===== src/rtl/helm_rsp_tx.sv =====
// Response framer for the helm UART link: builds SYNC/TYPE/PAGE/OFFSET/LEN/DATA/CSUM
// frames for block-read responses and write acknowledges and streams them byte by byte.
module helm_rsp_tx #(
    parameter logic [7:0] C_SYNC         = 8'hA5,
    parameter logic [7:0] C_RSP_BLK_READ = 8'h02,
    parameter logic [7:0] C_RSP_WR_ACK   = 8'h10
) (
    input  logic       clk,
    input  logic       rst_b,
    input  logic       tx_blkrd,
    input  logic       tx_blkwr,
    input  logic [7:0] data_len,
    input  logic [7:0] usr_mem_page,
    input  logic [7:0] usr_mem_offset,
    output logic       mem_rd_en,
    output logic [7:0] mem_rd_page,
    output logic [7:0] mem_rd_offset,
    input  logic [7:0] mem_rd_data,
    output logic [7:0] tx_byte,
    output logic       tx_valid,
    input  logic       tx_ready,
    output logic       busy,
    output logic       req_drop,
    output logic       frame_done
);

    // Byte interface: a byte moves when tx_valid & tx_ready at a rising edge; tx_valid and
    // tx_byte hold unchanged until that happens, and tx_valid never drops before it does.
    typedef enum logic [2:0] {S_IDLE, S_HDR, S_RD, S_WAIT, S_CSUM} state_t;

    state_t     state_q;
    logic       is_rd_q;
    logic [7:0] page_q;
    logic [7:0] off_q;
    logic [7:0] len_q;
    logic [7:0] idx_q;
    logic [2:0] hdr_q;
    logic [7:0] sum_q;
    logic       busy_q;
    logic       frame_done_q;
    logic       mem_rd_en_q;
    logic [7:0] mem_rd_page_q;
    logic [7:0] mem_rd_offset_q;
    logic [7:0] tx_byte_q;
    logic       tx_valid_q;

    logic       can_start_d;
    logic       start_d;
    logic       xfer_d;
    logic [7:0] type_d;
    logic [7:0] len_d;
    logic [7:0] hdr_next_d;
    logic [7:0] csum_d;

    assign can_start_d = (state_q == S_IDLE) && !busy_q;
    assign start_d     = can_start_d && (tx_blkrd || tx_blkwr);
    assign xfer_d      = tx_valid_q && tx_ready;
    // Read wins a simultaneous trigger, so the write is the one reported as dropped.
    assign req_drop    = (!can_start_d && (tx_blkrd || tx_blkwr)) ||
                         (can_start_d && tx_blkrd && tx_blkwr);
    assign type_d      = tx_blkrd ? C_RSP_BLK_READ : C_RSP_WR_ACK;
    assign len_d       = tx_blkrd ? data_len : 8'h00;
    assign csum_d      = 8'h00 - sum_q;

    always_comb begin
        hdr_next_d = len_q;
        case (hdr_q)
            3'd0:    hdr_next_d = is_rd_q ? C_RSP_BLK_READ : C_RSP_WR_ACK;
            3'd1:    hdr_next_d = page_q;
            3'd2:    hdr_next_d = off_q;
            default: hdr_next_d = len_q;
        endcase
    end

    always_ff @(posedge clk or negedge rst_b) begin
        if (!rst_b) begin
            state_q         <= S_IDLE;
            is_rd_q         <= 1'b0;
            page_q          <= 8'h00;
            off_q           <= 8'h00;
            len_q           <= 8'h00;
            idx_q           <= 8'h00;
            hdr_q           <= 3'd0;
            sum_q           <= 8'h00;
            busy_q          <= 1'b0;
            frame_done_q    <= 1'b0;
            mem_rd_en_q     <= 1'b0;
            mem_rd_page_q   <= 8'h00;
            mem_rd_offset_q <= 8'h00;
            tx_byte_q       <= 8'h00;
            tx_valid_q      <= 1'b0;
        end else begin
            frame_done_q <= 1'b0;
            mem_rd_en_q  <= 1'b0;
            if (frame_done_q) busy_q <= 1'b0;
            case (state_q)
                S_IDLE: begin
                    if (start_d) begin
                        is_rd_q    <= tx_blkrd;
                        page_q     <= usr_mem_page;
                        off_q      <= usr_mem_offset;
                        len_q      <= len_d;
                        sum_q      <= type_d + usr_mem_page + usr_mem_offset + len_d;
                        hdr_q      <= 3'd0;
                        idx_q      <= 8'h00;
                        tx_byte_q  <= C_SYNC;
                        tx_valid_q <= 1'b1;
                        busy_q     <= 1'b1;
                        state_q    <= S_HDR;
                    end
                end
                S_HDR: begin
                    if (xfer_d) begin
                        if (hdr_q != 3'd4) begin
                            hdr_q     <= hdr_q + 3'd1;
                            tx_byte_q <= hdr_next_d;
                        end else if (is_rd_q && (len_q != 8'h00)) begin
                            tx_valid_q      <= 1'b0;
                            mem_rd_en_q     <= 1'b1;
                            mem_rd_page_q   <= page_q;
                            mem_rd_offset_q <= off_q;
                            state_q         <= S_RD;
                        end else begin
                            tx_byte_q <= csum_d;
                            state_q   <= S_CSUM;
                        end
                    end
                end
                S_RD: state_q <= S_WAIT;
                S_WAIT: begin
                    // First WAIT cycle is when the memory's registered read data is valid.
                    if (!tx_valid_q) begin
                        tx_byte_q  <= mem_rd_data;
                        tx_valid_q <= 1'b1;
                        sum_q      <= sum_q + mem_rd_data;
                    end else if (xfer_d) begin
                        if (idx_q != (len_q - 8'h01)) begin
                            idx_q           <= idx_q + 8'h01;
                            tx_valid_q      <= 1'b0;
                            mem_rd_en_q     <= 1'b1;
                            mem_rd_offset_q <= off_q + idx_q + 8'h01;
                            state_q         <= S_RD;
                        end else begin
                            tx_byte_q <= csum_d;
                            state_q   <= S_CSUM;
                        end
                    end
                end
                S_CSUM: begin
                    if (xfer_d) begin
                        tx_valid_q   <= 1'b0;
                        tx_byte_q    <= 8'h00;
                        frame_done_q <= 1'b1;
                        state_q      <= S_IDLE;
                    end
                end
                default: state_q <= S_IDLE;
            endcase
        end
    end

    assign mem_rd_en     = mem_rd_en_q;
    assign mem_rd_page   = mem_rd_page_q;
    assign mem_rd_offset = mem_rd_offset_q;
    assign tx_byte       = tx_byte_q;
    assign tx_valid      = tx_valid_q;
    assign busy          = busy_q;
    assign frame_done    = frame_done_q;

endmodule

===== config.mk =====
export PLATFORM = sky130hd
export DESIGN_NAME = helm_rsp_tx
export DESIGN_NICKNAME = d
export VERILOG_FILES = /design/src/rtl/helm_rsp_tx.sv
export SDC_FILE = /design/constraint.sdc
export NUM_CORES = 1
export LEC_CHECK = 0
export CAP_MARGIN = 20
export CORE_UTILIZATION = 45
export DETAILED_ROUTE_END_ITERATION = 10
export GPL_TIMING_DRIVEN = 1
export PLACE_DENSITY = 0.79
export SLEW_MARGIN = 0
export SYNTH_ARGS = -nofsm -noshare
export SYNTH_HDL_FRONTEND = slang
export SYNTH_SLANG_ARGS = --single-unit
export TNS_END_PERCENT = 30

===== constraint.sdc =====
create_clock -name clk -period 2.95 [get_ports clk]
set_input_delay 0.59 -clock clk [delete_from_list [all_inputs] [get_ports clk]]
set_output_delay 0.59 -clock clk [all_outputs]
set_load 0.01 [all_outputs]

# Word-level counts from Yosys, hierarchy flattened
# Index checks and enable logic that the tools add are counted.
[word_totals]
reg_bits = 75
wordCells = 136
[op_classes]
addsub = 10
n_bitwise = 1
n_mux = 62
reduce_logical = 27
n_eq_ne = 21
[ops]
columns = ["op", "count"]
rows = [
  ["8-bit two-way mux", 21],
  ["8-bit case mux with 2 select lines", 3],
  ["3-bit two-way mux", 11],
  ["8-bit adder", 4],
  ["8-bit case mux with 4 select lines", 1],
  ["8-bit case mux with 3 select lines", 1],
  ["2-bit inequality test, second input constant", 10],
  ["1-bit two-way mux", 19],
  ["8-bit by 1-bit adder with 8-bit output, second input constant", 2],
  ["3-bit case mux with 5 select lines", 1],
  ["7-bit AND reduction", 2],
  ["3-bit inequality test, second input constant", 4],
  ["6-bit AND reduction", 2],
  ["5-bit two-way mux", 2],
  ["3-bit by 2-bit == test with 1-bit output, second input constant", 3],
  ["5-bit by 8-bit adder with 8-bit output", 1],
  ["8-bit inequality test", 1],
  ["4-bit AND reduction", 2],
  ["8-bit nonzero test", 1],
  ["1-bit by 8-bit subtractor with 8-bit output, first input constant", 1],
  ["8-bit by 1-bit subtractor with 8-bit output, second input constant", 1],
  ["1-bit logical AND", 7],
  ["3-bit by 1-bit == test with 1-bit output, second input constant", 2],
  ["3-bit zero test", 2],
  ["13 further kinds", 17],
]

# Longest topological paths before layout
# Gate-level depths: netlist (run 1).
[depth]
ltp_word = 6
depth_mapped = 14
depth_no_buf = 13

# Worst setup path after synthesis (run 1)
# No wires, ideal clock.
[synth_path]
path_kind = "input to register"
startpoint = "input port tx_blkrd"
endpoint = "register sum_q[6]"
n_path_buf = 1
setup_time_ps = 118
path_stages = 14
setup_slack_ps = -247
t_required_ps = 2832
arrival_ps = 3079
path_cell_list = "clkbuf_1 inv_1 fa_1 inv_1 fa_1 ha_1 inv_1 fa_1 inv_1 a21o_1 a21oi_1 xor2_1 o22ai_1 a21o_1"
[synth_via]
elab_chain_cells = 6
[synth_rtl]
columns = ["item", "line_no", "rtl"]
rows = [
  ["from (decl)", "10", "input logic tx_blkrd,"],
  ["5-bit two-way mux", "61", "assign type_d = tx_blkrd ? C_RSP_BLK_READ : C_RSP_WR_ACK;"],
  ["5-bit by 8-bit adder with 8-bit output", "103", "sum_q <= type_d + usr_mem_page + usr_mem_offset + len_d;"],
  ["8-bit adder (2 in a row)", "103", ""],
  ["8-bit two-way mux", "98", "if (start_d) begin"],
  ["8-bit case mux with 2 select lines", "96", "case (state_q)"],
  ["to (signal assigned)", "103", ""],
  ["to (signal assigned)", "135", "sum_q <= sum_q + mem_rd_data;"],
  ["to (decl)", "38", "logic [7:0] sum_q;"],
]
# Several ways; a longest one is shown, not always the timed one. The select of a mux whose other input is x is not followed.
# A chain may end at the register's enable or synchronous reset.

# Final worst setup path (run 1)
[layout_path]
startpoint = "register state_q[0]"
endpoint = "output port req_drop"
[layout_via]
elab_chain_cells = 5
[layout_rtl]
columns = ["item", "line_no", "rtl"]
rows = [
  ["from (decl)", "31", "state_t state_q;"],
  ["from (signal assigned)", "77", "state_q <= S_IDLE;"],
  ["from (signal assigned)", "109", "state_q <= S_HDR;"],
  ["from (signal assigned)", "122", "state_q <= S_RD;"],
  ["3-bit zero test (*)", "55", "assign can_start_d = (state_q == S_IDLE) && !busy_q;"],
  ["1-bit logical AND (*)", "55", ""],
  ["1-bit zero test / 1-bit logical AND (equally long branches)", "59, 60", ""],
  ["1-bit logical AND (on tied branches)", "59, 60", ""],
  ["1-bit logical OR (*)", "59", "assign req_drop = (!can_start_d && (tx_blkrd || tx_blkwr)) ||"],
  ["to (decl)", "23", "output logic req_drop,"],
]
# Mark *: on every way between the ends. The rest lies on a longest branch, timed or not.

==> out/metrics.csv, run 1 <==
stage,metric,value,unit
global_route,total track usage,0.2536,
drt,Routed WL per cell,17.63,um
drt,DRC,0,
power_and_ir_drop,sequential power share,0.395,
power_and_ir_drop,VDD IR max,0.0002385,V
power_and_ir_drop,Leak,2.953,nW
power_and_ir_drop,Int Power,2.000,mW
worst_setup_path,slowest cell on the critical path,dfrtp_1,
synth,number of flops mapped to enable cells by yosys,0,
worst_setup_path,worst r2r src,len_q[0],
synth,Mapped Area,5092,sq um
cells_and_area,ant diodes,0,
cts,Max clock buf depth,2,
global_route,first-pass GRT wire length,22710,um
timing,Hold WS,407.2,ps
cells_and_area,"commonest cells after routing, fill and taps aside","80 x nand2_1, 74 x dfrtp_1, 59 x clkdlybuf4s50_1",
die,Core Area,10940,sq um
global_route,vias in the first global route,4582,
timing,Worst-Margin Slew,949.3,ps
worst_setup_path,Worst EP arrival,2290,ps
power_and_ir_drop,switching share of total power,0.2701,
synth,register area share after synthesis,0.3686,
drt,Final ANT Viol Nets,0,
synth,library cells used by synthesis,60,
cells_and_area,layout net count,718,
cts,worst skew pair latency,340,ps
timing,"Slew Viols, Final",0,
synth,"Net Count, Synth",633,
worst_setup_path,critical path peak fanout,10,
power_and_ir_drop,Combinational Power Share,0.195,
drt,DRT Wirelength,13810,um
timing,setup TNS,0,ps
synth,Syn Inst Count,553,
power_and_ir_drop,Final Power,2.740,mW
synth,Synth Flop Type,dfrtp_1,
global_route,initial antenna violation count,0,
die,effective utilization at floorplan,0.4657,
drt,vias per std cell,5.746,
worst_setup_path,startpoint types,flop,
worst_setup_path,WP data required,2360,ps
die,Row Count,38,
flow_run,max-cap violation count,0,
worst_setup_path,r2r worst-path depth,10,
worst_setup_path,FF-to-FF End,tx_byte[2],
cells_and_area,area grow syn2layout,26.68,%
worst_setup_path,Crit Path Category,flop to output port,
die,Chip Width,108.4,um
cts,CTS sink cnt,75,
cells_and_area,"commonest non-fill, non-tap cell in the layout",nand2_1,
cts,clock-pin slew on the worst setup and hold paths,60,ps
cts,CTS root buf,clkbuf_16,
synth,#FFs+latches synth,75,
power_and_ir_drop,P per Cell Area,424.8,nW/um^2
worst_hold_path,Min-Delay Path Class,primary input to async pin,
drt,initial DRC count,411,
worst_setup_path,critical path endpoint category,output port,
timing,final clock skew,7.259,ps
timing,final worst slack,73.71,ps
worst_setup_path,crit-path max cell delay,510,ps
die,Die Height,108.4,um
timing,Slew headroom,0.3671,
worst_setup_path,worst path cell trace,nor4_4 > inv_1 > maj3_1 > clkdlybuf4s50_1,
cells_and_area,final core utilization,0.5899,
synth,syn_area_per_cell,9.209,sq um
synth,Yosys warning total,0,
placement,dpl ws,-664.2,ps
power_and_ir_drop,switching pwr,0.7402,mW
timing,Fmax achieved,347.7,MHz
worst_setup_path,CP Buf/Inv Count,2,
worst_setup_path,"reg-to-reg slack, setup",180,ps
timing,Final min period,2876,ps
cts,number of clock buffers inserted by TritonCTS,9,
die,DIE AREA,11750,sq um
synth,Post-synth ARST share,1.000,
drt,drt first pass iters,5,
outcome,status,"complete, no violations",
placement,Placer Congestion,0.8777,
global_route,GR Overflow Total,0,
cells_and_area,ratio of cells with drive above 1 in the final layout,0.1617,
cts,TritonCTS clock tree,built,
die,number of I/O pins,66,
cts,H-tree depth,3,
worst_setup_path,"CP delay by family, top",buffers and inverters,
timing,final setup violation count,0,
timing,period utilization,0.9750,
power_and_ir_drop,Clk pwr share,0.410,
placement,port bufs,65,
drt,vias post-DR,4499,
global_route,largest net degree at the start of global routing,76,
timing,endpoints failing hold,0,
cells_and_area,# fillers,902,
placement,dpl hpwl,10320,um
worst register-to-register path, stage by stage, from the launching register on:
cell,delay [ps]
dfrtp_2,440
inv_1,140
ha_1,280
xnor2_1,90
and2_1,160
o31a_1,280
nor4_1,330
buf_4,190
nor2_1,70
a21oi_4,280
mux2_2,380
repair_timing:
item	in CTS	in global routing
hold buffers	0	0
gates resized for setup	4	21
pin swaps	8	18
buffers inserted	0	2
setup endpoints to repair	5	11
routing by layer:
layer,track usage,routed length [um],vias up
li1,-,-,2083
met1,0.3133,5562,2192
met2,0.4245,6845,183
met3,0.04400,891,41
met4,0.1322,508,0
met5,0,0,-
registers in the layout, indices dropped and copies added, names as in the netlist, 3 cells and up:
name	cells
hdr_q	3
idx_q	8
len_q	8
mem_rd_offset	8
mem_rd_page	8
off_q	8
page_q	8
state_q	3
sum_q	8
tx_byte	8
kinds of logic (layout without fill, tap and decap cells):
logic type               after synthesis  after routing  synth area share
flip-flops                            75             75            0.3686
multiplexers                          27             27           0.06413
AO/OA/AOI/OAI                        138            138            0.1769
XOR/XNOR                              40             40           0.06879
adder cells (fa/ha/maj)               44             44            0.1253
AND/OR/NAND/NOR                      171            171            0.1509
buffers and inverters                 58            148           0.04545
cells in the mapped netlist (2+ instances only):
| master | instances | area (sq um) |
|---|---|---|
| nand2_1 | 81 | 304.0 |
| dfrtp_1 | 75 | 1877 |
| nor2_1 | 45 | 168.9 |
| o21ai_0 | 38 | 190.2 |
| a21oi_1 | 37 | 185.2 |
| inv_1 | 35 | 131.4 |
| ha_1 | 31 | 387.9 |
| xnor2_1 | 29 | 254.0 |
| clkbuf_1 | 18 | 67.56 |
| mux2_2 | 17 | 191.4 |
| fa_1 | 12 | 240.2 |
| xor2_1 | 11 | 96.34 |
| a22oi_1 | 10 | 75.07 |
| a21o_1 | 8 | 60.06 |
| and2_1 | 7 | 43.79 |
| mux2_4 | 7 | 105.1 |
| nand2b_1 | 7 | 43.79 |
| nor3_1 | 7 | 35.03 |
| a22o_1 | 5 | 43.79 |
| a31oi_1 | 5 | 31.28 |
| nand3_1 | 5 | 25.02 |
| a211oi_1 | 4 | 30.03 |
| nor2b_1 | 4 | 25.02 |
| a2111oi_0 | 3 | 26.28 |
| mux2i_1 | 3 | 30.03 |
| o211ai_1 | 3 | 22.52 |
| o22ai_1 | 3 | 18.77 |
| a222oi_1 | 2 | 20.02 |
| buf_2 | 2 | 10.01 |
| nand4b_1 | 2 | 17.52 |
| nor4_1 | 2 | 12.51 |
| o21a_1 | 2 | 15.01 |
| o21bai_1 | 2 | 15.01 |
| o31a_1 | 2 | 17.52 |
| o32ai_1 | 2 | 17.52 |
| or2_2 | 2 | 12.51 |
| or3_1 | 2 | 12.51 |
power by group through the flow:
stage	logic, mW	registers (mW)	clock network, mW
floorplan	0.282	1.09	0
global placement	0.459	1.10	0
detailed placement	0.480	1.10	0
CTS	0.492	1.08	1.13
global route	0.591	1.08	1.18
finish	0.535	1.08	1.12
area by class of cell:
class	count	area (sq um)	area share
inverter	35	131.4	0.02036
clock inverter	6	62.56	0.009697
clock buffer	10	239.0	0.03704
sequential	75	1878	0.2911
timing repair buffer	97	893.4	0.1385
multi-input combinational	420	3072	0.4761
tap	140	175.2	0.02715
per-stage QoR:
step	cells	area, sq um
detailed placement	765	6052
global placement	765	6052
CTS	781	6366
finish	783	6451
global route	783	6451
floorplan	553	5114
how the worst max path moves through the flow:
| stage | startpoint | to | slack [ps] | cells after the start |
|---|---|---|---|---|
| floorplan | tx_blkrd | sum_q[6] | 20 | 14 |
| global route | usr_mem_page[4] | sum_q[7] | -10 | 10 |
| finish | state_q[0] | req_drop | 70 | 4 |
| detailed placement | tx_blkrd | sum_q[6] | -660 | 14 |
| global placement | tx_blkrd | sum_q[6] | -580 | 14 |
| CTS | usr_mem_page[3] | sum_q[7] | 0.8 | 13 |
No activity file was read; power rests on OpenSTA's default activity.
==> inputs of run 2 (changes only) <==
clock period = 3.4 ns   (was 2.95 ns; I/O delays follow)
==> out/metrics.csv, run 2 (synthesis results as in run 1) <==
stage,metric,value,unit,change
outcome,status,"complete, no violations",,
cts,postcts setup bufs,0,,unchanged
cells_and_area,ratio of cells with drive above 1 in the final layout,0.1129,,-0.04886
placement,port bufs,65,,unchanged
power_and_ir_drop,P per Cell Area,383.2,nW/um^2,-9.8%
drt,Routed WL per cell,17.88,um,+1.4%
flow_run,max-cap violation count,0,,unchanged
timing,"Slew Viols, Final",0,,unchanged
cts,CTS root buf,clkbuf_16,,
drt,DRT Wirelength,13750,um,-0.43%
power_and_ir_drop,switching share of total power,0.2557,,-0.01437
cts,clock-pin slew on the worst setup and hold paths,60,ps,about the same
cts,hold-fix buffers at CTS,0,,unchanged
global_route,initial antenna violation count,0,,unchanged
drt,vias per std cell,5.795,,+0.85%
global_route,first-pass GRT wire length,22360,um,-1.5%
cells_and_area,register area,1877,sq um,about the same
cts,CTS sink cnt,75,,unchanged
drt,Final ANT Viol Nets,0,,unchanged
power_and_ir_drop,Leak,2.871,nW,-2.8%
drt,initial DRC count,392,,-4.6%
cts,H-tree depth,3,,unchanged
die,Row Count,38,,unchanged
cells_and_area,area occupied by multi-input gates,2995,sq um,-2.5%
worst_setup_path,critical path peak fanout,2,,-8
cts,cts repair resizes,0,,-4
die,Die Height,108.4,um,unchanged
timing,Slew headroom,0.3691,,+0.002023
power_and_ir_drop,Clk pwr share,0.439,,+0.029
timing,Final min period,3190,ps,
worst_setup_path,Crit Path Category,primary input to flop,,
timing,RSZ-0062 raised after global routing,no,,
power_and_ir_drop,Int Power,1.796,mW,-10%
cells_and_area,"commonest cells after routing, fill and taps aside","81 x nand2_1, 75 x dfrtp_1, 63 x clkdlybuf4s50_1",,
die,Core Area,10940,sq um,unchanged
global_route,largest net degree at the start of global routing,76,,unchanged
timing,final worst slack,210.5,ps,+136.8 ps
timing,final clock skew,5.135,ps,-2.124 ps
cts,Max clock buf depth,2,,unchanged
die,number of I/O pins,66,,unchanged
worst_setup_path,worst r2r src,len_q[0],,
worst_setup_path,"reg-to-reg slack, setup",310,ps,+130 ps
global_route,GR Overflow Total,0,,unchanged
timing,endpoints failing hold,0,,unchanged
timing,Fmax achieved,313.5,MHz,
timing,final setup violation count,0,,unchanged
worst_hold_path,worst hold path depth,1,,
cts,worst skew pair latency,340,ps,about the same
die,effective utilization at floorplan,0.4657,,unchanged
worst_setup_path,FF-to-FF End,mem_rd_offset[5],,
worst_setup_path,WP data required,3630,ps,+1270 ps
placement,dpl ws,-315.5,ps,+348.6 ps
cells_and_area,area grow syn2layout,23.66,%,
die,Chip Width,108.4,um,unchanged
power_and_ir_drop,switching pwr,0.6171,mW,-17%
cells_and_area,# fillers,932,,+3.3%
timing,setup TNS,0,ps,unchanged
power_and_ir_drop,Final Power,2.413,mW,-12%
power_and_ir_drop,sequential power share,0.389,,-0.006
worst_hold_path,Min-Delay Path Class,flop to flop,,
worst_setup_path,r2r worst-path depth,9,,-1
cells_and_area,ant diodes,0,,unchanged
drt,drt first pass iters,5,,unchanged
worst_setup_path,startpoint types,primary input,,
timing,period utilization,0.9381,,
drt,DRC,0,,unchanged
power_and_ir_drop,VDD IR max,0.0002075,V,-13%
worst_hold_path,worst hold path startpoint,frame_done,,
cts,TritonCTS clock tree,built,,
cells_and_area,layout net count,704,,-1.9%
worst_setup_path,critical path endpoint category,flop,,
global_route,total track usage,0.2524,,-0.001232
global_route,vias in the first global route,4505,,-1.7%
drt,vias post-DR,4456,,-0.96%
worst_hold_path,"Endpoint, Worst Hold",busy,,
die,DIE AREA,11750,sq um,unchanged
power_and_ir_drop,Combinational Power Share,0.172,,-0.023
placement,Placer Congestion,0.9154,,+4.3%
cells_and_area,"commonest non-fill, non-tap cell in the layout",nand2_1,,
placement,dpl hpwl,10240,um,-0.80%
timing,Worst-Margin Slew,946.3,ps,-3.035 ps
worst_setup_path,Worst EP arrival,3420,ps,+1130 ps
cts,number of clock buffers inserted by TritonCTS,9,,unchanged
run 2: critical path, cell delays in order:
cell and delay, ps:
clkdlybuf4s50_1 450, inv_1 50, fa_1 500, inv_1 50
fa_1 380, ha_1 210, inv_1 70, fa_1 190
inv_1 60, a21o_1 190, a21oi_2 140, xor2_1 170
o22ai_1 100, a21o_1 170
run 2: layout make-up:
| class | instances | share of cell area |
|---|---|---|
| Tap cell | 140 | 0.02782 |
| Multi-Input combinational cell | 420 | 0.4757 |
| Timing Repair Buffer | 83 | 0.1254 |
| Inverter | 35 | 0.02086 |
| Clock buffer | 12 | 0.04073 |
| Sequential cell | 75 | 0.2980 |
| Clock inverter | 4 | 0.01152 |
run 2: power groups by stage:
stage	Clock, mW	Combinational, mW	Sequential, mW
after floorplan	0	0.238	0.943
after global placement	0	0.380	0.952
after detailed placement	0	0.400	0.953
after CTS	1.07	0.404	0.937
after global routing	1.10	0.461	0.941
final	1.06	0.415	0.938
run 2: metrics by stage:
stage          hold slack (ps)  cells  utilization  area, sq um
2_1_floorplan            384.4    553            -         5092
3_3_place_gp             434.2    753       0.5442         5951
3_5_place_dp             446.3    753       0.5442         5951
4_1_cts                  455.4    769       0.5743         6280
5_1_grt                  467.7    769       0.5759         6297
6_report                 449.7    769       0.5759         6297
run 2: how the worst max path moves through the flow:
stage	start	slack (ps)	depth (start not counted)	end
finish	usr_mem_page[1]	210	14	sum_q[6]
global route	data_len[3]	90	13	sum_q[7]
CTS	tx_blkrd	50	14	sum_q[6]
detailed placement	tx_blkrd	-320	14	sum_q[6]
global placement	tx_blkrd	-240	14	sum_q[6]
floorplan	tx_blkrd	110	14	sum_q[6]
run 2: routing by layer:
layer / wire, um / global-route usage / part of all wire
met1: 5620 / 0.3146 / 0.41
met2: 6737 / 0.4154 / 0.49
met3: 868 / 0.04581 / 0.063
met4: 523 / 0.1361 / 0.038
met5: 0 / 0 / 0
